--- config.mk ---
export PLATFORM = sky130hd
export DESIGN_NAME = paralelo_serial_param_flat
export DESIGN_NICKNAME = d
export VERILOG_FILES = /design/src/rtl/paralelo_serial_param_if.sv /design/src/rtl/paralelo_serial_param.sv /design/src/flat_wrapper.sv
export SDC_FILE = /design/constraint.sdc
export NUM_CORES = 1
export LEC_CHECK = 0
export ABC_AREA = 1
export CORE_ASPECT_RATIO = 1.2
export CORE_UTILIZATION = 55
export CTS_CLUSTER_DIAMETER = 80
export CTS_CLUSTER_SIZE = 10
export DETAILED_ROUTE_END_ITERATION = 12
export GPL_TIMING_DRIVEN = 0
export PLACE_DENSITY = 0.79
export SYNTH_ARGS = -nofsm -noshare
export SYNTH_HDL_FRONTEND = slang
export SYNTH_SLANG_ARGS = --single-unit
--- constraint.sdc ---
create_clock -name clk8f -period 2.7 [get_ports clk8f]
set_clock_uncertainty 0.05 [all_clocks]
set_input_delay 0.27 -clock clk8f [delete_from_list [all_inputs] [get_ports clk8f]]
set_output_delay 0.27 -clock clk8f [all_outputs]
set_load 0.1 [all_outputs]
--- src/rtl/paralelo_serial_param_if.sv ---
// ----------------------------------------------------------------------------
// paralelo_serial_param_if
// Bundles the word handshake and the serial line outputs of the
// parallel-to-serial converter.
//
//   data_in     [WIDTH] parallel word offered by the sender
//   valid_in            data_in is valid
//   ready_out           converter can take a word this cycle
//   serial_out          serial bit stream
//   data_active         current bit belongs to a data word (not idle)
//   word_start          current bit is the first bit of a word
//
// master: the word source (drives data_in/valid_in, observes the rest)
// slave : the converter
// ----------------------------------------------------------------------------
interface paralelo_serial_param_if #(
    parameter int WIDTH = 8
) ();
    logic [WIDTH-1:0] data_in;
    logic             valid_in;
    logic             ready_out;
    logic             serial_out;
    logic             data_active;
    logic             word_start;

    modport master (
        output data_in,
        output valid_in,
        input  ready_out,
        input  serial_out,
        input  data_active,
        input  word_start
    );

    modport slave (
        input  data_in,
        input  valid_in,
        output ready_out,
        output serial_out,
        output data_active,
        output word_start
    );
endinterface

--- src/rtl/paralelo_serial_param.sv ---
// ----------------------------------------------------------------------------
// paralelo_serial_param
// Parallel-to-serial converter for the serial link transmit path. Words of
// WIDTH bits are accepted through a valid/ready handshake into a one-word
// holding buffer and shifted out one bit per clk8f edge. When nothing is
// pending the line carries IDLE_WORD. After reset SYNC_WORDS idle words are
// always sent so the receiver can align before any data is accepted.
//
// Parameters:
//   WIDTH       word width (>= 2)
//   IDLE_WORD   idle/comma word
//   SYNC_WORDS  idle words sent after reset (>= 1)
//   LSB_FIRST   0: bit WIDTH-1 leaves first, 1: bit 0 leaves first
//
// Ports:
//   clk8f   bit-rate clock
//   reset   synchronous, active-high reset
//   link    slave side of paralelo_serial_param_if
// ----------------------------------------------------------------------------
module paralelo_serial_param #(
    parameter int               WIDTH      = 8,
    parameter logic [WIDTH-1:0] IDLE_WORD  = 8'hBC,
    parameter int               SYNC_WORDS = 4,
    parameter bit               LSB_FIRST  = 1'b0
) (
    input logic                    clk8f,
    input logic                    reset,
    paralelo_serial_param_if.slave link
);

    localparam int               CNT_W    = $clog2(WIDTH);
    localparam int               SYNC_W   = $clog2(SYNC_WORDS + 1);
    localparam logic [CNT_W-1:0] CNT_LAST = CNT_W'(WIDTH - 1);
    // Leaving SYNC one word early lets the first data word be handed over
    // during the last sync word and follow it without a gap.
    localparam logic [SYNC_W-1:0] SYNC_LAST =
        SYNC_W'((SYNC_WORDS >= 2) ? (SYNC_WORDS - 2) : 0);

    typedef enum logic {
        ST_SYNC = 1'b0,
        ST_RUN  = 1'b1
    } state_t;

    // With a single sync word the block is ready straight out of reset.
    localparam state_t RST_STATE = (SYNC_WORDS == 1) ? ST_RUN : ST_SYNC;

    state_t            state, state_nxt;
    logic [SYNC_W-1:0] sync_cnt, sync_cnt_nxt;
    logic [WIDTH-1:0]  sh;
    logic [WIDTH-1:0]  hold;
    logic              hold_full;
    logic              data_flag;
    logic [CNT_W-1:0]  cnt;
    logic              boundary;
    logic              ready;
    logic              xfer;

    // Move the shift register one place toward the output end.
    function automatic logic [WIDTH-1:0] shift_out(input logic [WIDTH-1:0] w);
        if (LSB_FIRST)
            return {1'b0, w[WIDTH-1:1]};
        else
            return {w[WIDTH-2:0], 1'b0};
    endfunction

    assign boundary = (cnt == CNT_LAST);
    // The reset term keeps ready low while reset is held even when the
    // reset state is already RUN (SYNC_WORDS == 1).
    assign ready    = (state == ST_RUN) && !hold_full && !reset;
    assign xfer     = link.valid_in && ready;

    // ---- FSM: state register ----
    always_ff @(posedge clk8f) begin
        if (reset) begin
            state    <= RST_STATE;
            sync_cnt <= '0;
        end else begin
            state    <= state_nxt;
            sync_cnt <= sync_cnt_nxt;
        end
    end

    // ---- FSM: next state, counts idle words completed during SYNC ----
    always_comb begin
        state_nxt    = state;
        sync_cnt_nxt = sync_cnt;
        if (state == ST_SYNC && boundary) begin
            if (sync_cnt == SYNC_LAST)
                state_nxt = ST_RUN;
            else
                sync_cnt_nxt = sync_cnt + SYNC_W'(1);
        end
    end

    // ---- Datapath: holding buffer, shifter and bit counter ----
    always_ff @(posedge clk8f) begin
        if (reset) begin
            sh        <= IDLE_WORD;
            cnt       <= '0;
            hold      <= '0;
            hold_full <= 1'b0;
            data_flag <= 1'b0;
        end else if (boundary) begin
            cnt <= '0;
            // hold cannot be full and accept a word on the same edge, since
            // ready is low while it is full; bypass covers the empty case.
            if (hold_full) begin
                sh        <= hold;
                hold_full <= 1'b0;
                data_flag <= 1'b1;
            end else if (xfer) begin
                sh        <= link.data_in;
                data_flag <= 1'b1;
            end else begin
                sh        <= IDLE_WORD;
                data_flag <= 1'b0;
            end
        end else begin
            cnt <= cnt + CNT_W'(1);
            sh  <= shift_out(sh);
            if (xfer) begin
                hold      <= link.data_in;
                hold_full <= 1'b1;
            end
        end
    end

    // Output bit comes straight from the shifter, no extra register.
    assign link.serial_out  = LSB_FIRST ? sh[0] : sh[WIDTH-1];
    assign link.word_start  = (cnt == '0);
    assign link.data_active = data_flag;
    assign link.ready_out   = ready;

endmodule

--- src/flat_wrapper.sv ---
// flat-port wrapper written by rule: the top's interface ports become plain ports
module paralelo_serial_param_flat 
#(
    parameter int               WIDTH      = 8,
    parameter logic [WIDTH-1:0] IDLE_WORD  = 8'hBC,
    parameter int               SYNC_WORDS = 4,
    parameter bit               LSB_FIRST  = 1'b0
)
  (clk8f, reset, link_data_in, link_valid_in, link_ready_out, link_serial_out, link_data_active, link_word_start);
  paralelo_serial_param_if #(.WIDTH(WIDTH)) link_i ();
  input logic clk8f;
  input logic reset;
  input wire logic [$bits(link_i.data_in)-1:0] link_data_in;
  input wire logic [$bits(link_i.valid_in)-1:0] link_valid_in;
  output wire logic [$bits(link_i.ready_out)-1:0] link_ready_out;
  output wire logic [$bits(link_i.serial_out)-1:0] link_serial_out;
  output wire logic [$bits(link_i.data_active)-1:0] link_data_active;
  output wire logic [$bits(link_i.word_start)-1:0] link_word_start;
  assign link_i.data_in = link_data_in;
  assign link_i.valid_in = link_valid_in;
  assign link_ready_out = link_i.ready_out;
  assign link_serial_out = link_i.serial_out;
  assign link_data_active = link_i.data_active;
  assign link_word_start = link_i.word_start;
  paralelo_serial_param #(.WIDTH(WIDTH), .IDLE_WORD(IDLE_WORD), .SYNC_WORDS(SYNC_WORDS), .LSB_FIRST(LSB_FIRST)) u_core (.clk8f(clk8f), .reset(reset), .link(link_i));
endmodule
# [After elaboration in Yosys (flattened, before gate mapping)]
# Index checks and enable logic that the tools add are counted.
[totals] reg_bits=25 inputBits=11 output_inout_bits=4
[op_classes] add_sub_neg=2 n_eq_ne=2 muxes=5 bitwise_logic=3 n_reduce_logical=12
[ops] operator="8-bit two-way mux" n=3
[ops] operator="3-bit by 1-bit adder with 3-bit output (second input constant)" n=2
[ops] operator="2-bit AND reduction" n=3
[ops] operator="1-bit logical AND" n=4
[ops] operator="2-bit OR reduction" n=2
[ops] operator="3-bit by 2-bit == test with 1-bit output (second input constant)" n=1
[ops] operator="3-bit == test (second input constant)" n=1
[ops] operator="3-bit logical NOT" n=1
[ops] operator="1-bit NOT" n=3
[ops] operator="1-bit logical NOT" n=2
[ops] operator="1-bit two-way mux" n=2

# [Logic depth before layout (Yosys ltp)]
# Gate-level depths: netlist (run 1).
[depth] depth_word=7 ltp_mapped=8

# [Worst setup path after synthesis (run 1)]
# OpenSTA, ideal clock, no wires.
[synth_path] path_kind="register to output" start="reg u_core.cnt[0]" end="out link_word_start" t_arrival_ps=1770 required_ps=2380 path_slack_ps=610 path_stages_with_launch=5 n_path_buf=0 path_cell_list="dfxtp_1 inv_1 ha_1 inv_1 nor2_1"
[synth_between] elab_chain_cells=1
[synth_rtl] element="from (decl)" line="paralelo_serial_param.sv:53" text="logic [CNT_W-1:0] cnt;"
[synth_rtl] element="from (signal assigned)" line="paralelo_serial_param.sv:119" text="cnt <= cnt + CNT_W'(1);"
[synth_rtl] element="3-bit logical NOT" line="paralelo_serial_param.sv:130" text="assign link.word_start = (cnt == '0);"
[synth_rtl] element="to (decl)" line="flat_wrapper.sv:18" text="output wire logic [$bits(link_i.word_start)-1:0] link_word_start;"
# No other way between the ends.

# [Final worst setup path (run 1)]
# Same ends and word-level chain as after synthesis.

==> metrics.txt, run 1 <==
chip height 52.6 um; unrepaired setup endpoints after global routing false; HP Start link_valid_in; top_reg_cell synth dfxtp_1; Crit path largest cell delay 1.13 ns; Crit Path Category reg -> out; Max Root-Sink Buffers 2; Leak 0.668 nW; Top Family by Delay on Critical Path buffers and inverters; post-place setup slack 0.0226 ns; crit start category flip-flop; number of setup violations in the final report 0; P per Cell Area around 460 nW/um^2; Buffers & Inverters on Critical Path 3; IO Count 15; top area cells in the synthesized netlist dfxtp_1 (43%), nand2_1 (15%), inv_1 (9.0%), nor2_1 (7.7%), ha_1 (5.3%); largest net degree at the start of global routing 14; Fin Setup TNS 0 ns; synth-to-layout area growth 15.6%; via count 1029; Initial Utilization 61.2%; DPL Wire Length 1600 um; CP Max Fanout 3; top post-synthesis cells by count nand2_1 (46), inv_1 (28), dfxtp_1 (25), nor2_1 (24), nand3_1 (7); Num CTS Buffers 3; initial antenna violation count 0; number of synthesized flops with an enable pin 0; worst hold-check path type in -> reg; Synth top area share 42.7%; Post-Syn Area per Cell between 6 and 7 sq um; Synth cell types 18; Post-synth ARST share 0%; post-layout min period 2.42 ns; Clock Latency Late Sink 0.31 ns; Max Fclk 413 MHz; final wirelength 2120 um; Rows 17; width of the die 44.1 um; placer congestion estimate 0.797; Antenna Nets Post-Route 0; Avg Vias per Cell 5.04; Yosys reg bits 25; cells after synthesis 168; sequential element share of the synthesized area 42.7%; Placed Cells 200; reported net switching power 0.158 mW; CP Capture Type output port; CTS tree built; nets 202; Setup crit start u_core.cnt[0]; # DRC 0; core outline area 1910 sq um; crit path DAT approximately 2.1 ns; share of cells above drive strength 1 11.4%; Synthesized Nets roughly 180; max_slew headroom 35.5%; Max stage delay cell, worst path clkdlybuf4s50_1; drt initial violations 19; post-layout power ~0.62 mW; GRT Util Overall 22.5%; Slew Viols, Final 0; total gr overflow 0; CP most frequent cell inv_1; worst path cell trace inv_1, ha_1, inv_1, nor2_1, clkdlybuf4s50_1; Yosys top cell by area dfxtp_1; Die ar. 2320 sq um; total iterations of the first detailed-routing run 5; endpoints failing hold 0; post-route insts no fill 204; WP data required between 2 and 2.5 ns; status complete, no violations; Comb pwr share 12.7%; Setup WS post-layout ~0.28 ns; CTS clk-pin slew, worst paths 0.12 ns; port bufs 13; Hold Worst Slack approximately 0.23 ns; Slew @ Worst Pin 0.964 ns; met3 Usage GRT 3.79%; final worst path period share between 80 and 90%; M2 GR Usage 39.0%; clock root buffer clkbuf_4; maxcap violations 0; Synth Warn # 0; CTS Sinks 25; first-pass GRT wire length 3880 um; antenna cells 0; R2R Path Start u_core.cnt[0]; maximum vdd drop 340 uV; Syn Std Cell Area 1170 sq um; setup repair bufs after CTS 0; WL per Instance 10.4 um; count leader, synth nand2_1; switching share of total power 25.4%; GRT busiest layer met2; Clock power frac 26.0%; met1 usage 25.7%; vias in the first global route 1002; Flop pwr share 61.2%; Pint around 0.46 mW; CTS H-tree lvls 1
-- power by group through the flow --
stage	clock, mW	combinational [mW]	sequential (mW)
6_report	0.162	0.0793	0.381
5_1_grt	0.185	0.0865	0.383
4_1_cts	0.168	0.0798	0.382
2_1_floorplan	0	0.0447	0.396
3_5_place_dp	0	0.0795	0.390
3_3_place_gp	0	0.0772	0.389
-- cells by family (layout without fill, tap and decap cells) --
logic type	after synthesis	in the layout	share of synthesized area, %
compound gates	12	12	5.45
simple gates	89	89	33.7
buf+inv	37	54	12.8
fa+ha+maj	5	5	5.34
flops	25	25	42.7
-- worst paths after layout --
check,endpoint,slack [ns],cells past startpoint
max,link_word_start,0.28,5
min,u_core.sh[0],0.23,3
max reg2reg,u_core.sh[5],1.07,7
min reg2reg,u_core.sh[1],0.39,2
-- per-layer routing --
layer / vias to the layer above / part of all wire [%]
met4: 0 / 1.9
met3: 5 / 4.7
met2: 31 / 50
li1: 542 / -
met1: 451 / 43
met5: - / 0
-- cell usage in the layout, fill, tap and decap left out, types with 3 or more instances in the layout --
cell type | synthesis | final
clkdlybuf4s50_1 | 0 | 12
inv_2 | 5 | 5
nor2_4 | 3 | 3
ha_1 | 5 | 5
nand2_1 | 46 | 46
inv_1 | 28 | 28
buf_2 | 3 | 3
a21oi_1 | 6 | 6
dfxtp_1 | 25 | 25
or2_2 | 3 | 3
nand3_1 | 7 | 7
clkbuf_4 | 0 | 3
nand4_1 | 4 | 4
nor2_1 | 24 | 24
o21ai_0 | 4 | 4
-- final cells by class --
cell class | count | area (sq um)
Multi-Input combinational cell | 106 | 520
Clock buffer | 4 | 26.3
Inverter | 33 | 124
Sequential cell | 25 | 500
Tap cell | 19 | 23.8
Fill cell | 173 | 561
Timing Repair Buffer | 13 | 133
Buffer | 4 | 26.3
-- registers in the layout, indices dropped and copies added, names as in the netlist --
register and count:
u_core.sync_cnt 3, u_core.cnt 3, u_core.link.data_active 1, u_core.state 1, u_core.hold 8, u_core.hold_full 1
u_core.sh 8
-- worst reg2reg max path, stage by stage (launching register included) --
cell	delay, ns
dfxtp_1	0.35
ha_1	0.20
ha_1	0.27
nor2_4	0.20
inv_2	0.09
or2_2	0.28
nand2_1	0.07
inv_1	0.03
-- timing repair --
item	CTS	global route
resized for setup	0	1
setup endpoints to repair	0	1
hold buffers	0	0
-- stage by stage --
step | cell area (sq um) | utilization, %
after floorplan | 1170 | -
after global placement | 1330 | 69.2
after detailed placement | 1330 | 69.2
after CTS | 1350 | 70.6
after global routing | 1350 | 70.7
final | 1350 | 70.7
No activity file was read; power rests on OpenSTA's default activity.
==> run 2: changes to the inputs <==
--- a/config.mk
+++ b/config.mk
@@ -9,7 +9,7 @@
 export CORE_ASPECT_RATIO = 1.2
 export CORE_UTILIZATION = 55
 export CTS_CLUSTER_DIAMETER = 80
-export CTS_CLUSTER_SIZE = 10
+export CTS_CLUSTER_SIZE = 16
 export DETAILED_ROUTE_END_ITERATION = 12
 export GPL_TIMING_DRIVEN = 0
 export PLACE_DENSITY = 0.79
==> results of run 2 <==
Final layout, timing and power as in run 1 (identical DEF).
==> RTL change 1 (settings of run 1) <==
`WIDTH` is set to 8 in 3 places; all go to 32.
--- a/src/rtl/paralelo_serial_param_if.sv
+++ b/src/rtl/paralelo_serial_param_if.sv
@@ -16,3 +16,3 @@
 interface paralelo_serial_param_if #(
-    parameter int WIDTH = 8
+    parameter int WIDTH = 32
 ) ();
--- a/src/rtl/paralelo_serial_param.sv
+++ b/src/rtl/paralelo_serial_param.sv
@@ -20,3 +20,3 @@
 module paralelo_serial_param #(
-    parameter int               WIDTH      = 8,
+    parameter int               WIDTH      = 32,
     parameter logic [WIDTH-1:0] IDLE_WORD  = 8'hBC,
--- a/src/flat_wrapper.sv
+++ b/src/flat_wrapper.sv
@@ -3,3 +3,3 @@
 #(
-    parameter int               WIDTH      = 8,
+    parameter int               WIDTH      = 32,
     parameter logic [WIDTH-1:0] IDLE_WORD  = 8'hBC,
Ports: changed (resized link_data_in); port bits go from 15 to 39. The function was not compared with the original's and may differ.
==> RTL change 1 against run 1 <==
  * Worst setup slack got worse by 0.13 ns
  * Synthesized area rose to 3.1 times the old value
  * Sequential cell count increased by 50
  * Power grew to 3.5 times the old value
  * Wire length grew to 3.9 times the old value
  * Synthesized cell count rose to 3.4 times the old value
  * Cell area grew to 3.2 times the old value
  * Critical path type unchanged
  * Largest power group unchanged
  * Highest routed layer unchanged
==> RTL change 1: results (changes against run 1) <==
Finish
  – Fillers: 571 (+230%)
  – Register Area: 0.00150 mm^2 (+200%)
  – Final-layout clock-cell area share: 4.85% (+2.9 points)
  – NonClk Buf Share: 12.3% (+0.61 points)
  – Largest registers: u_core.hold: 32 flops, u_core.sh: 32 flops, u_core.cnt: 5 flops
  – Signal buffers: 68 (+51)
  – # nets final: 654 (+220%)
  – Multi-input gate area: 0.00154 mm^2 (+200%)

Setup path
  – RR Endpoint: u_core.sh[18]
  – CP max stage delay: 1.17 ns (+0.04 ns)
  – Cells on worst reg2reg path: 9 (+2)
  – CP Max Fanout: 4 (+1)
  – WP data arrival: 2.23 ns (+0.13 ns)
  – R2R Setup Slk: 0.61 ns (-0.46 ns)

Placement
  – HPWL after DPL: 5610 um (+250%)
  – PortBufs: 38 (+25)
  – Pre-CTS setup slack: -0.323 ns (-0.345 ns)
  – Placed Area: 0.00408 mm^2 (+210%)
  – Placer's final routability congestion estimate: 0.790 (-0.78%)

Global route
  – Vias in the first global route: 3255 (+220%)
  – GRT Total Usage: 26.5% (+4.0 points)
  – Largest net degree at the start of global routing: 13 (-1)

Synthesis
  – Register area share after synthesis: 41.8% (-0.89 points)
  – Syn_area_per_cell: 6.35 um^2 (-8.9%)
  – Mapped Area: 0.00359 mm^2 (+210%)
  – Synth cell count leaders: 215 x nand2_1, 106 x inv_1, 75 x dfxtp_1
  – Syn_nets: 605 (+230%)

Worst hold path
  – Hold Crit Class: reg2reg
  – Worst Hold Depth: 2 (-1)
  – HP Start: u_core.sh[28]

Power and ir drop
  – Pint: 1.70 mW (+270%)
  – Sequential logic power: 1.12 mW (+190%)
  – Clk. pwr: 919 uW (+470%)
  – Leak pwr: 2.19 nW (+230%)

Clock tree
  – Clock transition at the registers of the reported paths: 0.08 ns (-0.04 ns)

Drt
  – Drt pass-1 iters: 4 (-1)
  – Vias per cell: 4.82 (-4.5%)
  – WL/cell: 11.7 um (+13%)

STA
  – Final Hold Slack: 0.376 ns (+0.144 ns)

Run status
  – Status: finished, final reports clean
## RTL change 1: changes by cell type after synthesis, moves of 6 or more
cell      before  now
dfxtp_1       25   75
nand4_1        4   27
buf_4          0    6
nor2_1        24   51
clkbuf_1       0    9
buf_2          3   10
nand2_1       46  215
nand3_1        7   31
inv_1         28  106
## RTL change 1: metal layers
layer / wire [um] / GRT usage, % / up-vias / share of wire [%]
li1: - / - / 1774 / -
met1: 3670 / 31.2 / 1516 / 45
met2: 4040 / 44.5 / 71 / 49
met3: 304 / 4.69 / 17 / 3.7
met4: 169 / 13.9 / 0 / 2.1
met5: 0 / 0 / - / 0
## RTL change 1: cell families after synthesis
| logic type | after synthesis | share of synthesized area [%] |
|---|---|---|
| simple gates | 331 | 38.6 |
| compound gates | 16 | 2.23 |
| flops | 75 | 41.8 |
| fa+ha+maj | 5 | 1.74 |
| xor+xnor | 1 | 0.244 |
| buf+inv | 137 | 15.3 |
==> RTL change 2 (config.mk and constraints of run 1) <==
Made on the original files. Make the reset (`reset`) asynchronous in 2 clocked blocks. Comments in the files are not updated.
--- a/src/rtl/paralelo_serial_param.sv
+++ b/src/rtl/paralelo_serial_param.sv
@@ -72,3 +72,3 @@
     // ---- FSM: state register ----
-    always_ff @(posedge clk8f) begin
+    always_ff @(posedge clk8f or posedge reset) begin
         if (reset) begin
@@ -95,3 +95,3 @@
     // ---- Datapath: holding buffer, shifter and bit counter ----
-    always_ff @(posedge clk8f) begin
+    always_ff @(posedge clk8f or posedge reset) begin
         if (reset) begin
Formal check against the unedited RTL: differs if reset is asserted again (counterexample within 4 cycles, from zero or initial values and one cycle with reset high); with reset held inactive, the same outputs for 10 cycles.
==> RTL change 2 against run 1 <==
  * Sequential share of layout area up 7.6 points
  * Synthesized area up 3.7%
  * Wire length decreased by 3.0%
  * Non-clock buffer count unchanged
  * Via count decreased by 14%
  * Critical path type unchanged
  * Cell area increased by 4.7%
  * Sequential cell count unchanged
  * Worst setup slack got worse by 0.061 ns
  * Count of clock-buffer cells in the layout unchanged
Power is not compared: it rests on default switching activity, and its combinational part moved more than twofold at a synthesized area within 25%.
==> RTL change 2: results (changes against run 1) <==
Drt
  – DR iter-0 viols: 5 (-14)
  – Drt pass-1 iters: 4 (-1)
  – Vias: 887 (-14%)
  – Vias per cell: 4.87 (-3.4%)
  – WL final: 2050 um (-3.0%)

Clock tree
  – TritonCTS Buffers: 3 (unchanged)
  – Postcts setup bufs: 0 (unchanged)
  – Clock transition at the registers of the reported paths: 0.14 ns (+0.02 ns)
  – H-tree Lvls: 1 (unchanged)
  – Clock Path Buffers: 2 (unchanged)

Synthesis
  – Syn_area_per_cell: 9.07 um^2 (+30%)
  – Syn_nets: 150 (-18%)
  – Async set-reset flop share out of synthesis: 100% (+100 points)
  – Register area share after synthesis: 52.0% (+9.3 points)
  – Top post-synthesis cells by area: dfrtp_1 41%, dfstp_2 11%, inv_1 8.7%, nand2_1 7.7%, o21ai_2 5.8%
  – Compound-Gate Fraction of Synth Area: 13.2% (+7.7 points)
  – Synth cell count leaders: 28 x inv_1, 25 x nand2_1, 20 x dfrtp_1
  – Post-Synth XOR/XNOR Area: 0.721% (+0.72 points)
  – Synth cell types: 22 (+4)
  – Top FF cell, synth: dfrtp_1
  – Synth Area in Adders: 5.15% (-0.19 points)

Finish
  – # nets final: 169 (-16%)
  – Proportion of layout cells with a drive suffix above 1: 20.4% (+9.0 points)
  – Largest registers: u_core.hold: 8 flops, u_core.sh: 8 flops

STA
  – Tightest Pin Transition: 0.961 ns (-0.00311 ns)
  – Fin crit share: 91.9% (+2.3 points)

Placement
  – Placed Instances: 178 (-11%)
  – Pre-CTS setup slack: -0.595 ns (-0.618 ns)
  – Placer's final routability congestion estimate: 0.740 (-7.1%)
  – PortBufs: 14 (+1)
  – HPWL after DPL: 1530 um (-4.0%)

Power and ir drop
  – Switching part of the total: 29.2%
  – Overall Power: 776 uW
  – Peak VDD IR: 0.326 mV

Global route
  – Met1 Use GR: 25.2% (-0.47 points)
  – Vias in the first global route: 812 (-19%)
  – Largest net degree at the start of global routing: 27 (+13)
  – Met3 GRT Util: 3.07% (-0.72 points)
  – GRT Total Usage: 20.6% (-1.8 points)
  – First-pass GRT wire length: 3420 um (-12%)
  – Initial antenna violation count: 0 (unchanged)
  – Met2 Resource Use GR: 35.5% (-3.4 points)

Setup path
  – CP max stage delay: 1.13 ns (about the same)
  – R2R Setup Slk: 1.02 ns (-0.05 ns)
  – WP data arrival: 2.16 ns (+0.06 ns)

Run status
  – Status: finished, final reports clean

Worst hold path
  – Hold Crit Class: in2async
## RTL change 2: final timing paths
path / startpoint / to / cells past startpoint
max: u_core.cnt[0] / link_word_start / 5
min: reset / u_core.sh[0] / 2
max reg2reg: u_core.cnt[0] / u_core.sync_cnt[0] / 6
min reg2reg: u_core.cnt[0] / u_core.cnt[0] / 1
max in group asynchronous: reset / u_core.sh[2] / 2
min in group clk8f: u_core.cnt[0] / u_core.cnt[0] / 1
## RTL change 2: per-stage QoR
stage	cell area, um^2	setup TNS (ns)	hold WS (ns)	utilization (%)
global placement	1390	-0.591	0.396	67.2
CTS	1420	0	0.287	68.6
finish	1420	0	0.275	68.4
floorplan	1210	0	0.260	-
global route	1420	0	0.312	68.4
detailed placement	1390	-0.595	0.416	67.2
## RTL change 2: cell type report
type | instances | area [um^2]
well taps | 30 | 37.5
inverters | 29 | 113
clock buffers | 4 | 26.3
multi-input cells | 77 | 454
fillers | 185 | 654
repair buffers | 14 | 135
flip-flops and latches | 25 | 632
plain buffers | 3 | 20.0
## RTL change 2: per-layer routing
layer  vias to the layer above  share of wire (%)
li1                        444                  -
met1                       419                 43
met2                        19                 52
met3                         5                3.1
met4                         0                1.9
met5                         -                  0
## RTL change 2: timing repair
action                                  CTS  global route
pin swaps                                 0             0
endpoints found under the setup margin    1             1
resized for setup                         2             2
## RTL change 2: worst reg2reg max path, delay by kind of cell (launching register included)
| family | cells | cell delay (ns) |
|---|---|---|
| compound gates | 1 | 0.19 |
| buf+inv | 1 | 0.14 |
| fa+ha+maj | 2 | 0.45 |
| simple gates | 1 | 0.15 |
| xor+xnor | 1 | 0.19 |
| flops | 1 | 0.40 |
